**src/rtl/vga_scanout_controller.sv**
```systemverilog
// vga_scanout_controller
//
// Pixel-clock VGA timing generator and pixel sink. Counts horizontal and
// vertical position, accepts one RGB444 pixel per active slot over an
// rts/rtr handshake, and drives registered colour/sync pins. Also produces
// en_fetching, which holds the upstream fetch pipeline in reset during the
// vsync lines so it restarts from the top of the frame once per frame.
//
// Ports:
//   clk            pixel clock, rising edge
//   rst_           asynchronous active-low reset
//   in_data[11:0]  pixel {R[11:8], G[7:4], B[3:0]}
//   in_rts         upstream has a valid pixel
//   in_rtr         ready to receive (= active video, from counters only)
//   en_fetching    fetch enable, low during the vsync lines
//   hsync, vsync   sync pins, asserted level SYNC_POL
//   vga_r/g/b      colour pins, 0 during blanking and missed slots
//   frame_start    one-cycle pulse while the pins show pixel (0,0)
//   underflow      sticky flag, set when an active slot had no pixel
//   clr_underflow  synchronous clear of underflow (a same-cycle set wins)
module vga_scanout_controller #(
    parameter int   H_ACTIVE = 640,
    parameter int   H_FP     = 16,
    parameter int   H_SYNC   = 96,
    parameter int   H_BP     = 48,
    parameter int   V_ACTIVE = 480,
    parameter int   V_FP     = 10,
    parameter int   V_SYNC   = 2,
    parameter int   V_BP     = 33,
    parameter logic SYNC_POL = 1'b0
) (
    input  logic        clk,
    input  logic        rst_,
    input  logic [11:0] in_data,
    input  logic        in_rts,
    output logic        in_rtr,
    output logic        en_fetching,
    output logic        hsync,
    output logic        vsync,
    output logic [3:0]  vga_r,
    output logic [3:0]  vga_g,
    output logic [3:0]  vga_b,
    output logic        frame_start,
    output logic        underflow,
    input  logic        clr_underflow
);

    localparam int H_TOTAL = H_ACTIVE + H_FP + H_SYNC + H_BP;
    localparam int V_TOTAL = V_ACTIVE + V_FP + V_SYNC + V_BP;

    // 10-bit counters cannot represent a line or frame longer than 1024.
    generate
        if (H_TOTAL > 1024 || V_TOTAL > 1024) begin : g_size_check
            $error("vga_scanout_controller: H_TOTAL/V_TOTAL must be <= 1024");
        end
    endgenerate

    // Window bounds are 11 bits so an exclusive end equal to 1024 still works.
    localparam logic [9:0]  H_LAST   = 10'(H_TOTAL - 1);
    localparam logic [9:0]  V_LAST   = 10'(V_TOTAL - 1);
    localparam logic [9:0]  V_START  = 10'(V_ACTIVE);
    localparam logic [10:0] H_ACT    = 11'(H_ACTIVE);
    localparam logic [10:0] V_ACT    = 11'(V_ACTIVE);
    localparam logic [10:0] HS_BEGIN = 11'(H_ACTIVE + H_FP);
    localparam logic [10:0] HS_END   = 11'(H_ACTIVE + H_FP + H_SYNC);
    localparam logic [10:0] VS_BEGIN = 11'(V_ACTIVE + V_FP);
    localparam logic [10:0] VS_END   = 11'(V_ACTIVE + V_FP + V_SYNC);

    logic [9:0]  h_cnt;
    logic [9:0]  v_cnt;
    logic [10:0] h_ext;
    logic [10:0] v_ext;
    logic        h_wrap;
    logic        v_wrap;
    logic        active;
    logic        xfer;
    logic        miss;
    logic        hs_win;
    logic        vs_win;

    logic        hsync_p1;
    logic        vsync_p1;
    logic        en_fetching_p1;
    logic [11:0] rgb_p1;
    logic        frame_start_p1;
    logic        underflow_p1;

    always_comb begin
        h_ext  = {1'b0, h_cnt};
        v_ext  = {1'b0, v_cnt};
        h_wrap = (h_cnt == H_LAST);
        v_wrap = (v_cnt == V_LAST);
        active = (h_ext < H_ACT) && (v_ext < V_ACT);
        xfer   = active && in_rts;
        miss   = active && !in_rts;
        hs_win = (h_ext >= HS_BEGIN) && (h_ext < HS_END);
        vs_win = (v_ext >= VS_BEGIN) && (v_ext < VS_END);
    end

    assign in_rtr = active;

    // Stage p0: raster position. Reset lands on the first front-porch line so
    // a complete vertical blanking interval precedes the first visible line.
    always_ff @(posedge clk or negedge rst_) begin
        if (!rst_) begin
            h_cnt <= 10'd0;
            v_cnt <= V_START;
        end else begin
            h_cnt <= h_wrap ? 10'd0 : h_cnt + 10'd1;
            if (h_wrap) begin
                v_cnt <= v_wrap ? 10'd0 : v_cnt + 10'd1;
            end
        end
    end

    // Stage p1: every pin is registered from the same counter state, so sync
    // and colour stay aligned with a uniform one-clock latency.
    always_ff @(posedge clk or negedge rst_) begin
        if (!rst_) begin
            hsync_p1       <= ~SYNC_POL;
            vsync_p1       <= ~SYNC_POL;
            en_fetching_p1 <= 1'b0;
            rgb_p1         <= 12'd0;
            frame_start_p1 <= 1'b0;
            underflow_p1   <= 1'b0;
        end else begin
            hsync_p1       <= hs_win ? SYNC_POL : ~SYNC_POL;
            vsync_p1       <= vs_win ? SYNC_POL : ~SYNC_POL;
            en_fetching_p1 <= !vs_win;
            rgb_p1         <= xfer ? in_data : 12'd0;
            frame_start_p1 <= active && (h_cnt == 10'd0) && (v_cnt == 10'd0);
            // A new miss outranks a clear in the same cycle.
            if (miss) begin
                underflow_p1 <= 1'b1;
            end else if (clr_underflow) begin
                underflow_p1 <= 1'b0;
            end
        end
    end

    assign hsync       = hsync_p1;
    assign vsync       = vsync_p1;
    assign en_fetching = en_fetching_p1;
    assign vga_r       = rgb_p1[11:8];
    assign vga_g       = rgb_p1[7:4];
    assign vga_b       = rgb_p1[3:0];
    assign frame_start = frame_start_p1;
    assign underflow   = underflow_p1;

endmodule

```
**config.mk**
```make
export PLATFORM = sky130hd
export DESIGN_NAME = vga_scanout_controller
export DESIGN_NICKNAME = d
export VERILOG_FILES = /design/src/rtl/vga_scanout_controller.sv
export SDC_FILE = /design/constraint.sdc
export NUM_CORES = 1
export LEC_CHECK = 0
export CAP_MARGIN = 40
export CORE_MARGIN = 1
export CORE_UTILIZATION = 30
export CTS_BUF_LIST = sky130_fd_sc_hd__clkbuf_2
export CTS_CLUSTER_SIZE = 28
export DETAILED_ROUTE_END_ITERATION = 8
export PLACE_DENSITY_LB_ADDON = 0.05
export SLEW_MARGIN = 25
export SYNTH_ARGS = -nofsm -noshare
export SYNTH_HDL_FRONTEND = slang
export SYNTH_SLANG_ARGS = --single-unit
```
**constraint.sdc**
```tcl
create_clock -name clk -period 1.95 [get_ports clk]
set_clock_uncertainty 0.05 [all_clocks]
set_input_delay 0.2925 -clock clk [delete_from_list [all_inputs] [get_ports clk]]
set_output_delay 0.2925 -clock clk [all_outputs]
set_load 0.05 [all_outputs]
```
# After elaboration in Yosys (flattened, before gate mapping)
# Index checks and enable logic that the tools add are counted.
[word_totals] ff_bits=37 in_bits=16 wordCells=37 output_inout_bits=18
[op_classes] muxes=7 n_reduce_logical=12 eq_ne=2 n_lt_le_gt_ge=6 add_sub_neg=2
[ops] cell="$add A10 B1 Y10 const B" count=2
[ops] cell="$eq A10 B10 Y1 const B" count=2
[ops] cell="$logic_not A10 Y1" count=2
[ops] cell="$lt A10 B10 Y1 const B" count=2
[ops] cell="$lt A10 B9 Y1 const B" count=2
[ops] cell="$mux W10" count=2
[ops] cell="$mux W12" count=1
[ops] cell="$ge A10 B10 Y1 const B" count=1
[ops] cell="$ge A10 B9 Y1 const B" count=1
[ops] cell="$logic_and A1 B1 Y1" count=7
[ops] cell="$mux W1" count=4
[ops] cell="$logic_not A1 Y1" count=2
[ops] cell="$reduce_bool A2 Y1" count=1

# Longest topological paths before layout
# Gate-level depths: netlist (run 1).
[depth] ltp_word=4 mapped_depth=6 ltp_nobuf=5

# Worst setup path before layout (run 1)
# OpenSTA, ideal clock, no wires.
[synth_timing] kind="reg2reg" startpoint="register h_cnt[7]" endpoint="register rgb_p1[10]" path_buffers=1 stages_incl_launch_ff=5 period_less_slack_ns=1.693 slack_ns=0.257 t_required_ns=1.831 setup_time_ns=0.069 t_arrival_ns=1.575 cell_sequence="dfrtp_1 -> o21ai_0 -> and3_1 -> clkbuf_1 -> and3_1"
[synth_via] elab_chain_cells=4
[synth_rtl] element="start: declaration" line="69" text="logic [9:0] h_cnt;"
[synth_rtl] element="start signal: assignment" line="109" text="h_cnt <= h_wrap ? 10'd0 : h_cnt + 10'd1;"
[synth_rtl] element="$lt A10 B10 Y1" line="93" text="active = (h_ext < H_ACT) && (v_ext < V_ACT);"
[synth_rtl] element="$logic_and A1 B1 Y1" line="93"
[synth_rtl] element="via in_rtr" line="36" text="output logic in_rtr,"
[synth_rtl] element="$logic_and A1 B1 Y1" line="94" text="xfer = active && in_rts;"
[synth_rtl] element="$mux W12" line="130" text="rgb_p1 <= xfer ? in_data : 12'd0;"
[synth_rtl] element="end signal: assignment" line="130"
[synth_rtl] element="end: declaration" line="84" text="logic [11:0] rgb_p1;"
# The timed path passes the listed nets, and every way through them passes these cells.
# A chain may end at the register's enable or synchronous reset.

# Worst setup path after layout (run 1)
[layout_timing] startpoint="register h_cnt[8]" endpoint="output port in_rtr"
[layout_via] elab_chain_cells=2
[layout_rtl] element="$lt A10 B10 Y1" line="93"
[layout_rtl] element="$logic_and A1 B1 Y1" line="93"
[layout_rtl] element="end: declaration" line="36"
# No other way between the ends.

==> flow_metrics.tcl, run 1 <==
set metrics [dict create \
    outcome "completed" \
    worstPathRequired_ns 1.61 \
    floorplan.initialDensity_pct 31.52 \
    insertion_delay_ns 0.39 \
    worst-setup-path-type "flip-flop to primary output" \
    synth_top_area_share_pct 47.58 \
    ys.flop_type "dfrtp_1" \
    cap_violations 0 \
    synth_most_common_cell "dfrtp_1" \
    postRouteAntennaNets 0 \
    gp_congestion 0.7655 \
    dp_hpwl_um 2448 \
    vias 1232 \
    ys_top_cells_by_count "dfrtp_1 (31), and3_1 (16), nand3_1 (13), inv_1 (9), nor2_1 (9)" \
    grt_pass1_wl_um 5333 \
    avgSynthCellArea_um2 10.94 \
    crit_chain "o21ai_0, and3_1, buf_12" \
    fin_nets 212 \
    cp_max_fo 7 \
    slew_viol_final 0 \
    worst_pin_slew_ns 0.5746 \
    irDropWorstVdd_mv 0.2580 \
    r2r_end "v_cnt[4]" \
    die_h_um 75.72 \
    detail_route.iter0.violations 52 \
    grt_overflow 0 \
    final_util_pct 41.99 \
    rsz0062_at_grt "no" \
    coreArea_um2 5172 \
    power_leakage_nw 1.146 \
    power.density_nw_per_um2 644.8 \
    cts.sinks 37 \
    maxSlewHeadroom_pct 61.69 \
    rr_worst_depth 5 \
    crit_slowest_cell "dfrtp_1" \
    synthCells 149 \
    netlist_area_um2 1630 \
    async_flop_share_pct 100.0 \
    via_per_inst 4.684 \
    wl_per_cell_um 12.79 \
    antennaDiodeCount 0 \
    synthesis.nets 169 \
    fillers 502 \
    ios 34 \
    hold_ws_ns 0.3422 \
    ys_types 35 \
    synth_edf_count 0 \
    numCtsBuffers 5 \
    start_kind "flip-flop" \
    yosysSeqAreaShare_pct 57.25 \
    regToRegSetupSlack_ns 0.12 \
    totalWireLength_um 3365 \
    hold_viol_final 0 \
    dieArea_um2 5734 \
    finalSetupTns_ns 0 \
    synth_seq_cells 37 \
    grt_max_degree 27 \
    critical_path_arrival_ns 1.52 \
    synth_area_leaders "dfrtp_1 (48%), dfstp_2 (9.7%), and3_1 (6.1%)" \
    drive_above_1_share_pct 15.54 \
    port_buffers 33 \
    r2r-start "h_cnt[0]" \
    clk_path_buf_depth 2 \
    grt_pass1_vias 1147 \
    cts_tree "built" \
    clk_pin_slew_ns 0.20 \
    worst_setup_path_end_kind "primary output" \
    cp_slowest_stage_delay_ns 0.48 \
    syn_to_final_growth_pct 33.23 \
    grt_antenna_before_repair 0 \
    min_period_over_period_pct 95.52 \
    die_x_um 75.72 \
    track_usage_pct 12.65 \
    dr.pass1.iters 4 \
    drc 0 \
    ys.warnings.count 0 \
    cts_root_buf "clkbuf_2" \
    finalSetupViolCount 0 \
    cts_max_level 2 \
    fp-row-count 26 \
    hp-class "input port to asynchronous set/reset pin" \
    p_total_w 0.001401 \
    synth_area_leader_cell "dfrtp_1" \
    period_minus_slack_ns 1.863 \
    max_freq_ghz 0.5368 \
]
[placed cells by master, fill, tap and decap left out, types with 4 or more instances in the layout]
master           netlist  final
dfrtp_1               31     30
and3_1                16     16
clkdlybuf4s50_1        0     14
nand3_1               13     13
dlymetal6s2s_1         0     12
inv_1                  9      9
nor2_1                 9      9
buf_4                  1      9
nand4_1                7      7
nor3_1                 7      7
nand2_1                7      7
xnor2_1                7      7
clkbuf_2               0      6
dfstp_2                6      6
xor2_1                 4      4
ha_1                   4      4
[stage by stage]
| stage | std cells | setup WS, ns | area, µm² |
|---|---|---|---|
| 2_1_floorplan | 149 | 0.2566 | 1630 |
| 3_3_place_gp | 252 | 0.2352 | 2054 |
| 3_5_place_dp | 252 | 0.1828 | 2054 |
| 4_1_cts | 261 | 0.009182 | 2126 |
| 5_1_grt | 263 | 0.001803 | 2172 |
| 6_report | 263 | 0.08727 | 2172 |
[worst max-delay path, delay by kind of cell (launching register included)]
family	cells	cell delay (ns)
flip-flops	1	0.48
AND/OR/NAND/NOR	1	0.26
AO/OA/AOI/OAI	1	0.24
buffers and inverters	1	0.15
[registers in the layout (all words and copies together) (netlist names)]
| name | flops |
|---|---|
| h_cnt | 10 |
| vsync | 1 |
| frame_start | 1 |
| rgb_p1 | 12 |
| hsync | 1 |
| en_fetching | 1 |
| underflow | 1 |
| v_cnt | 10 |
[power by group]
part	internal [W]	leakage (nW)	switching, W
clock	0.000221	0.0430	0.000256
combinational	0.0000556	0.645	0.0000821
sequential	0.000782	0.458	0.00000345
[cells by family after synthesis]
kind of cell,count (synthesis),synth area share [%]
adder cells (fa/ha/maj),4,3.070
AO/OA/AOI/OAI,10,3.299
AND/OR/NAND/NOR,72,25.86
buffers and inverters,14,3.991
multiplexers,1,0.6140
XOR/XNOR,11,5.909
flip-flops,37,57.25
[final cells by class]
class / instances / area, µm² / share of cell area, %
flip-flops and latches: 37 / 934.6 / 43.03
multi-input cells: 98 / 631.9 / 29.09
repair buffers: 41 / 419.2 / 19.30
well taps: 70 / 87.58 / 4.032
clock inverters: 2 / 35.03 / 1.613
inverters: 9 / 33.78 / 1.555
clock buffers: 6 / 30.03 / 1.382
[worst max-delay path by stage]
stage                         start          to  slack [ns]  cells after the start
final                      h_cnt[8]      in_rtr        0.09                      3
after global routing       h_cnt[8]      in_rtr       0.002                      3
after CTS                 rgb_p1[3]    vga_b[3]       0.009                      1
after detailed placement   h_cnt[0]    v_cnt[4]        0.18                      5
after floorplan            h_cnt[7]  rgb_p1[10]        0.26                      4
after global placement     h_cnt[0]    v_cnt[4]        0.24                      5
[routing by layer]
layer | global-route usage, % | vias up | wire, µm
met5 | 0 | - | 0
met4 | 6.173 | 0 | 66
met3 | 2.778 | 8 | 83
met2 | 19.15 | 17 | 1649
met1 | 17.14 | 599 | 1566
li1 | - | 608 | -
[timing repair]
| item | 4_1_cts | 5_1_grt |
|---|---|---|
| pin swaps | 0 | 0 |
| setup endpoints to repair | 3 | 13 |
| hold endpoints to repair | 18 | 0 |
| setup buffers | 0 | 2 |
| gates cloned | 0 | 0 |
| hold buffers | 1 | 0 |
| gates resized for setup | 3 | 13 |
No activity file was read; power rests on OpenSTA's default activity.
==> run 2: changes to the inputs <==
- clock period: 1.95 -> 2.24 ns (I/O delays scaled with it)
==> flow_metrics.tcl, run 2 (synthesized netlist as in run 1, its figures left out) <==
set metrics [dict create \
    slew_viol_final 0 \
    die_x_um 75.72 \
    antennaDiodeCount 0 \
    ios 34 \
    numCtsBuffers 5 \
    timing.final.ws_setup_ns 0.1115 \
    grt_antenna_before_repair 0 \
    crit_chain "clkdlybuf4s50_1" \
    cts_tree "built" \
    switching_share_pct 26.52 \
    postRouteAntennaNets 0 \
    die_h_um 75.72 \
    worst_setup_path_end_kind "primary output" \
    power.density_nw_per_um2 529.6 \
    p_clk_share_pct 27.4 \
    worstPathRequired_ns 1.85 \
    outcome "completed" \
    dp_hpwl_um 2445 \
    detail_route.iter0.violations 36 \
    final_util_pct 40.74 \
    wl_per_cell_um 13.02 \
    gp_congestion 0.7680 \
    via_per_inst 4.764 \
    vias 1229 \
    cp_slowest_stage_delay_ns 0.79 \
    top_regs "rgb_p1 (12), h_cnt (10), v_cnt (10)" \
    power_leakage_nw 0.9596 \
    cp_num_buf_inv 1 \
    place_area_um2 2029 \
    cts.sinks 37 \
    rsz0062_at_grt "no" \
    cts_root_buf "clkbuf_2" \
    p_total_w 0.001116 \
    irDropWorstVdd_mv 0.1821 \
    cpLargestDelayFamily "buffers and inverters" \
    grt_pass1_wl_um 5575 \
    drc 0 \
    insertion_delay_ns 0.40 \
    drive_above_1_share_pct 11.70 \
    largest_register_ffs 12 \
    period_minus_slack_ns 2.128 \
    fin_nets 207 \
    max_freq_ghz 0.4698 \
    syn_to_final_growth_pct 29.24 \
    floorplan.initialDensity_pct 31.52 \
    final_cell_area_um2 2107 \
    worst_pin_slew_ns 0.5158 \
    combPwrFrac_pct 11.2 \
    p_seq_share_pct 61.4 \
    post_cts_resize_count 0 \
    hold_viol_final 0 \
    grt_overflow 0 \
    worst-setup-path-type "flip-flop to primary output" \
    hp-class "input port to asynchronous set/reset pin" \
    fp-row-count 26 \
    dieArea_um2 5734 \
    totalWireLength_um 3359 \
    coreArea_um2 5172 \
    place_ws_ns 0.4709 \
    crit_slowest_cell "clkdlybuf4s50_1" \
    dr.pass1.iters 4 \
    critical_path_arrival_ns 1.74 \
    p_int_w 0.0008199 \
    cap_violations 0 \
    cts_max_level 2 \
    final_cell_mix "dfrtp_1 (31), clkdlybuf4s50_1 (31), and3_1 (16)" \
    start_kind "flip-flop" \
    top_register "rgb_p1" \
    fillers 505 \
    min_period_over_period_pct 95.02 \
    clk_pin_slew_ns 0.20 \
    finalSetupTns_ns 0 \
    track_usage_pct 13.27 \
    grt_pass1_vias 1224 \
    finalSetupViolCount 0 \
    clk_path_buf_depth 2 \
    switchingPower_w 0.0002960 \
    cp_max_fo 1 \
    grt_max_degree 38 \
    maxSlewHeadroom_pct 65.50 \
    port_buffers 33 \
]
[run 2: cell types whose count changed in the layout (fill, tap and decap cells not counted), sizes merged]
cell           before  now
dlygate4sd2         3    0
clkbuf              6    7
clkdlybuf4s50      14   31
dlymetal6s2s       12    0
buf                11    4
bufinv              1    0
[run 2: per-stage QoR]
stage / cells / hold slack [ns]
floorplan: 149 / -0.009591
global placement: 248 / 0.4283
detailed placement: 248 / 0.4303
CTS: 257 / 0.4125
global route: 258 / 0.3249
finish: 258 / 0.3217
[run 2: metal layers]
layer | wire length (µm) | GRT usage, % | vias up
met3 | 87 | 2.778 | 7
met1 | 1549 | 17.08 | 608
met5 | 0 | 0 | -
li1 | - | - | 599
met2 | 1654 | 20.54 | 15
met4 | 68 | 8.025 | 0
[run 2: layout make-up]
cell class | count | area (µm²) | share of cell area (%)
Clock inverter | 1 | 5.005 | 0.2375
Inverter | 9 | 33.78 | 1.603
Timing Repair Buffer | 36 | 380.4 | 18.05
Tap cell | 70 | 87.58 | 4.157
Clock buffer | 7 | 35.03 | 1.663
Sequential cell | 37 | 933.4 | 44.30
Multi-Input combinational cell | 98 | 631.9 | 29.99
[run 2: final timing paths]
check | from | end | slack (ns) | depth (start not counted)
max reg2reg | h_cnt[0] | v_cnt[4] | 0.41 | 5
min | rst_ | underflow | 0.32 | 2
min reg2reg | h_cnt[0] | h_cnt[0] | 0.48 | 1
max in group asynchronous | rst_ | v_cnt[6] | 1.27 | 3
min in group clk | clr_underflow | underflow | 0.43 | 2
max | hsync | hsync | 0.11 | 1
[run 2: power by group through the flow]
stage / registers, W / clock network, W / logic, W
floorplan: 0.000741 / 0 / 0.00000967
global placement: 0.000696 / 0 / 0.000119
detailed placement: 0.000697 / 0 / 0.000120
CTS: 0.000685 / 0.000317 / 0.000121
global route: 0.000687 / 0.000344 / 0.000133
finish: 0.000685 / 0.000306 / 0.000125
[run 2: timing repair]
| action | in CTS | in global routing |
|---|---|---|
| hold buffers | 1 | 0 |
| buffers inserted | 0 | 0 |
| hold endpoints to repair | 27 | 0 |
==> run 3: changes to the inputs <==
- MAX_ROUTING_LAYER: unset -> met4
==> flow_metrics.tcl, run 3 (synthesized netlist as in run 1, its figures left out) <==
set metrics [dict create \
    top_regs "rgb_p1 (12), h_cnt (10), v_cnt (10)" \
    insertion_delay_ns 0.39 \
    cts_max_level 2 \
    grt_pass1_vias 1226 \
    finalSetupViolCount 0 \
    cts_tree "built" \
    regToRegSetupSlack_ns 0.41 \
    crit_chain "clkdlybuf4s50_1" \
    clk_pin_slew_ns 0.19 \
    die_x_um 75.72 \
    drive_above_1_share_pct 11.70 \
    crit_slowest_cell "clkdlybuf4s50_1" \
    die_h_um 75.72 \
    gp_congestion 0.7783 \
    totalWireLength_um 3350 \
    track_usage_pct 13.68 \
    stdcell_count 258 \
    cp_max_fo 1 \
    grt_overflow 0 \
    hold_viol_final 0 \
    postRouteAntennaNets 0 \
    worst_pin_slew_ns 0.5158 \
    slew_viol_final 0 \
    power_leakage_nw 0.9596 \
    clk_path_buf_depth 2 \
    ios 34 \
    cap_violations 0 \
    largest_register_ffs 12 \
    postCtsSetupRepairBufs 0 \
    worst-setup-path-type "flip-flop to primary output" \
    critical_path_arrival_ns 1.74 \
    final_util_pct 40.74 \
    syn_to_final_growth_pct 29.24 \
    floorplan.initialDensity_pct 31.52 \
    vias 1235 \
    wl_per_cell_um 12.98 \
    final_cell_area_um2 2107 \
    rsz0062_at_grt "no" \
    holdBufCountCts 1 \
    irDropWorstVdd_mv 0.1784 \
    finalSetupTns_ns 0 \
    via_per_inst 4.787 \
    numCtsBuffers 5 \
    cts_root_buf "clkbuf_2" \
    place_area_um2 2029 \
    start_kind "flip-flop" \
    grt_antenna_before_repair 0 \
    cts.sinks 37 \
    coreArea_um2 5172 \
    fillers 505 \
    r2r-start "h_cnt[0]" \
    dr.pass1.iters 4 \
    fin_nets 207 \
    dieArea_um2 5734 \
    maxSlewHeadroom_pct 65.50 \
    final_cell_mix "dfrtp_1 (31), clkdlybuf4s50_1 (31), and3_1 (16)" \
    r2r_end "v_cnt[4]" \
    rr_worst_depth 5 \
    drc 0 \
    p_total_w 0.001113 \
    detail_route.iter0.violations 41 \
    grt_max_degree 38 \
    antennaDiodeCount 0 \
    worst_setup_path_end_kind "primary output" \
    outcome "completed" \
    cpLargestDelayFamily "buffers and inverters" \
    dpl.cell_count 248 \
    cp_slowest_stage_delay_ns 0.79 \
    max_freq_ghz 0.4697 \
    dp_hpwl_um 2445 \
    cp_num_buf_inv 1 \
    port_buffers 33 \
    power.density_nw_per_um2 528.3 \
    top_register "rgb_p1" \
    hp-class "input port to asynchronous set/reset pin" \
    min_period_over_period_pct 95.05 \
    period_minus_slack_ns 2.129 \
    post_cts_resize_count 0 \
    grt_pass1_wl_um 5575 \
    fp-row-count 26 \
    worstPathRequired_ns 1.85 \
]
[run 3: cell counts in the layout (fill, tap and decap cells not counted)]
Identical to the previous run, type by type.
[run 3: layout make-up]
type / count / area, µm² / share of cell area (%)
sequential: 37 / 933.4 / 44.30
multi-input combinational: 98 / 631.9 / 29.99
timing repair buffer: 36 / 380.4 / 18.05
tap: 70 / 87.58 / 4.157
clock buffer: 7 / 35.03 / 1.663
inverter: 9 / 33.78 / 1.603
clock inverter: 1 / 5.005 / 0.2375
[run 3: worst max path at each step]
stage	start	to	depth (start not counted)
6_report	hsync	hsync	1
5_1_grt	hsync	hsync	1
4_1_cts	hsync	hsync	1
3_5_place_dp	h_cnt[0]	v_cnt[4]	5
3_3_place_gp	h_cnt[0]	v_cnt[4]	5
2_1_floorplan	h_cnt[7]	in_rtr	3
[run 3: routing by layer]
layer  global-route usage, %  part of all wire (%)  wire length [µm]  vias to the layer above
met2                   20.54                    50              1664                       17
met1                   17.08                    46              1530                      613
met4                   8.025                   2.0                68                        0
li1                        -                     -                 -                      598
met5                       -                     0                 0                        -
met3                   2.778                   2.6                86                        7
[run 3: where the power goes]
part           internal, W  switching [W]
logic            0.0000536      0.0000713
clock network    0.0000852       0.000218
registers         0.000681     0.00000352
total             0.000820       0.000293
[run 3: stage by stage]
| stage | worst slack [ns] | hold WS, ns |
|---|---|---|
| after global placement | 0.5331 | 0.4283 |
| final | 0.1109 | 0.3239 |
| after global routing | 0.05735 | 0.3272 |
| after detailed placement | 0.4709 | 0.4303 |
| after CTS | 0.08776 | 0.4125 |
| after floorplan | 0.5168 | -0.009591 |
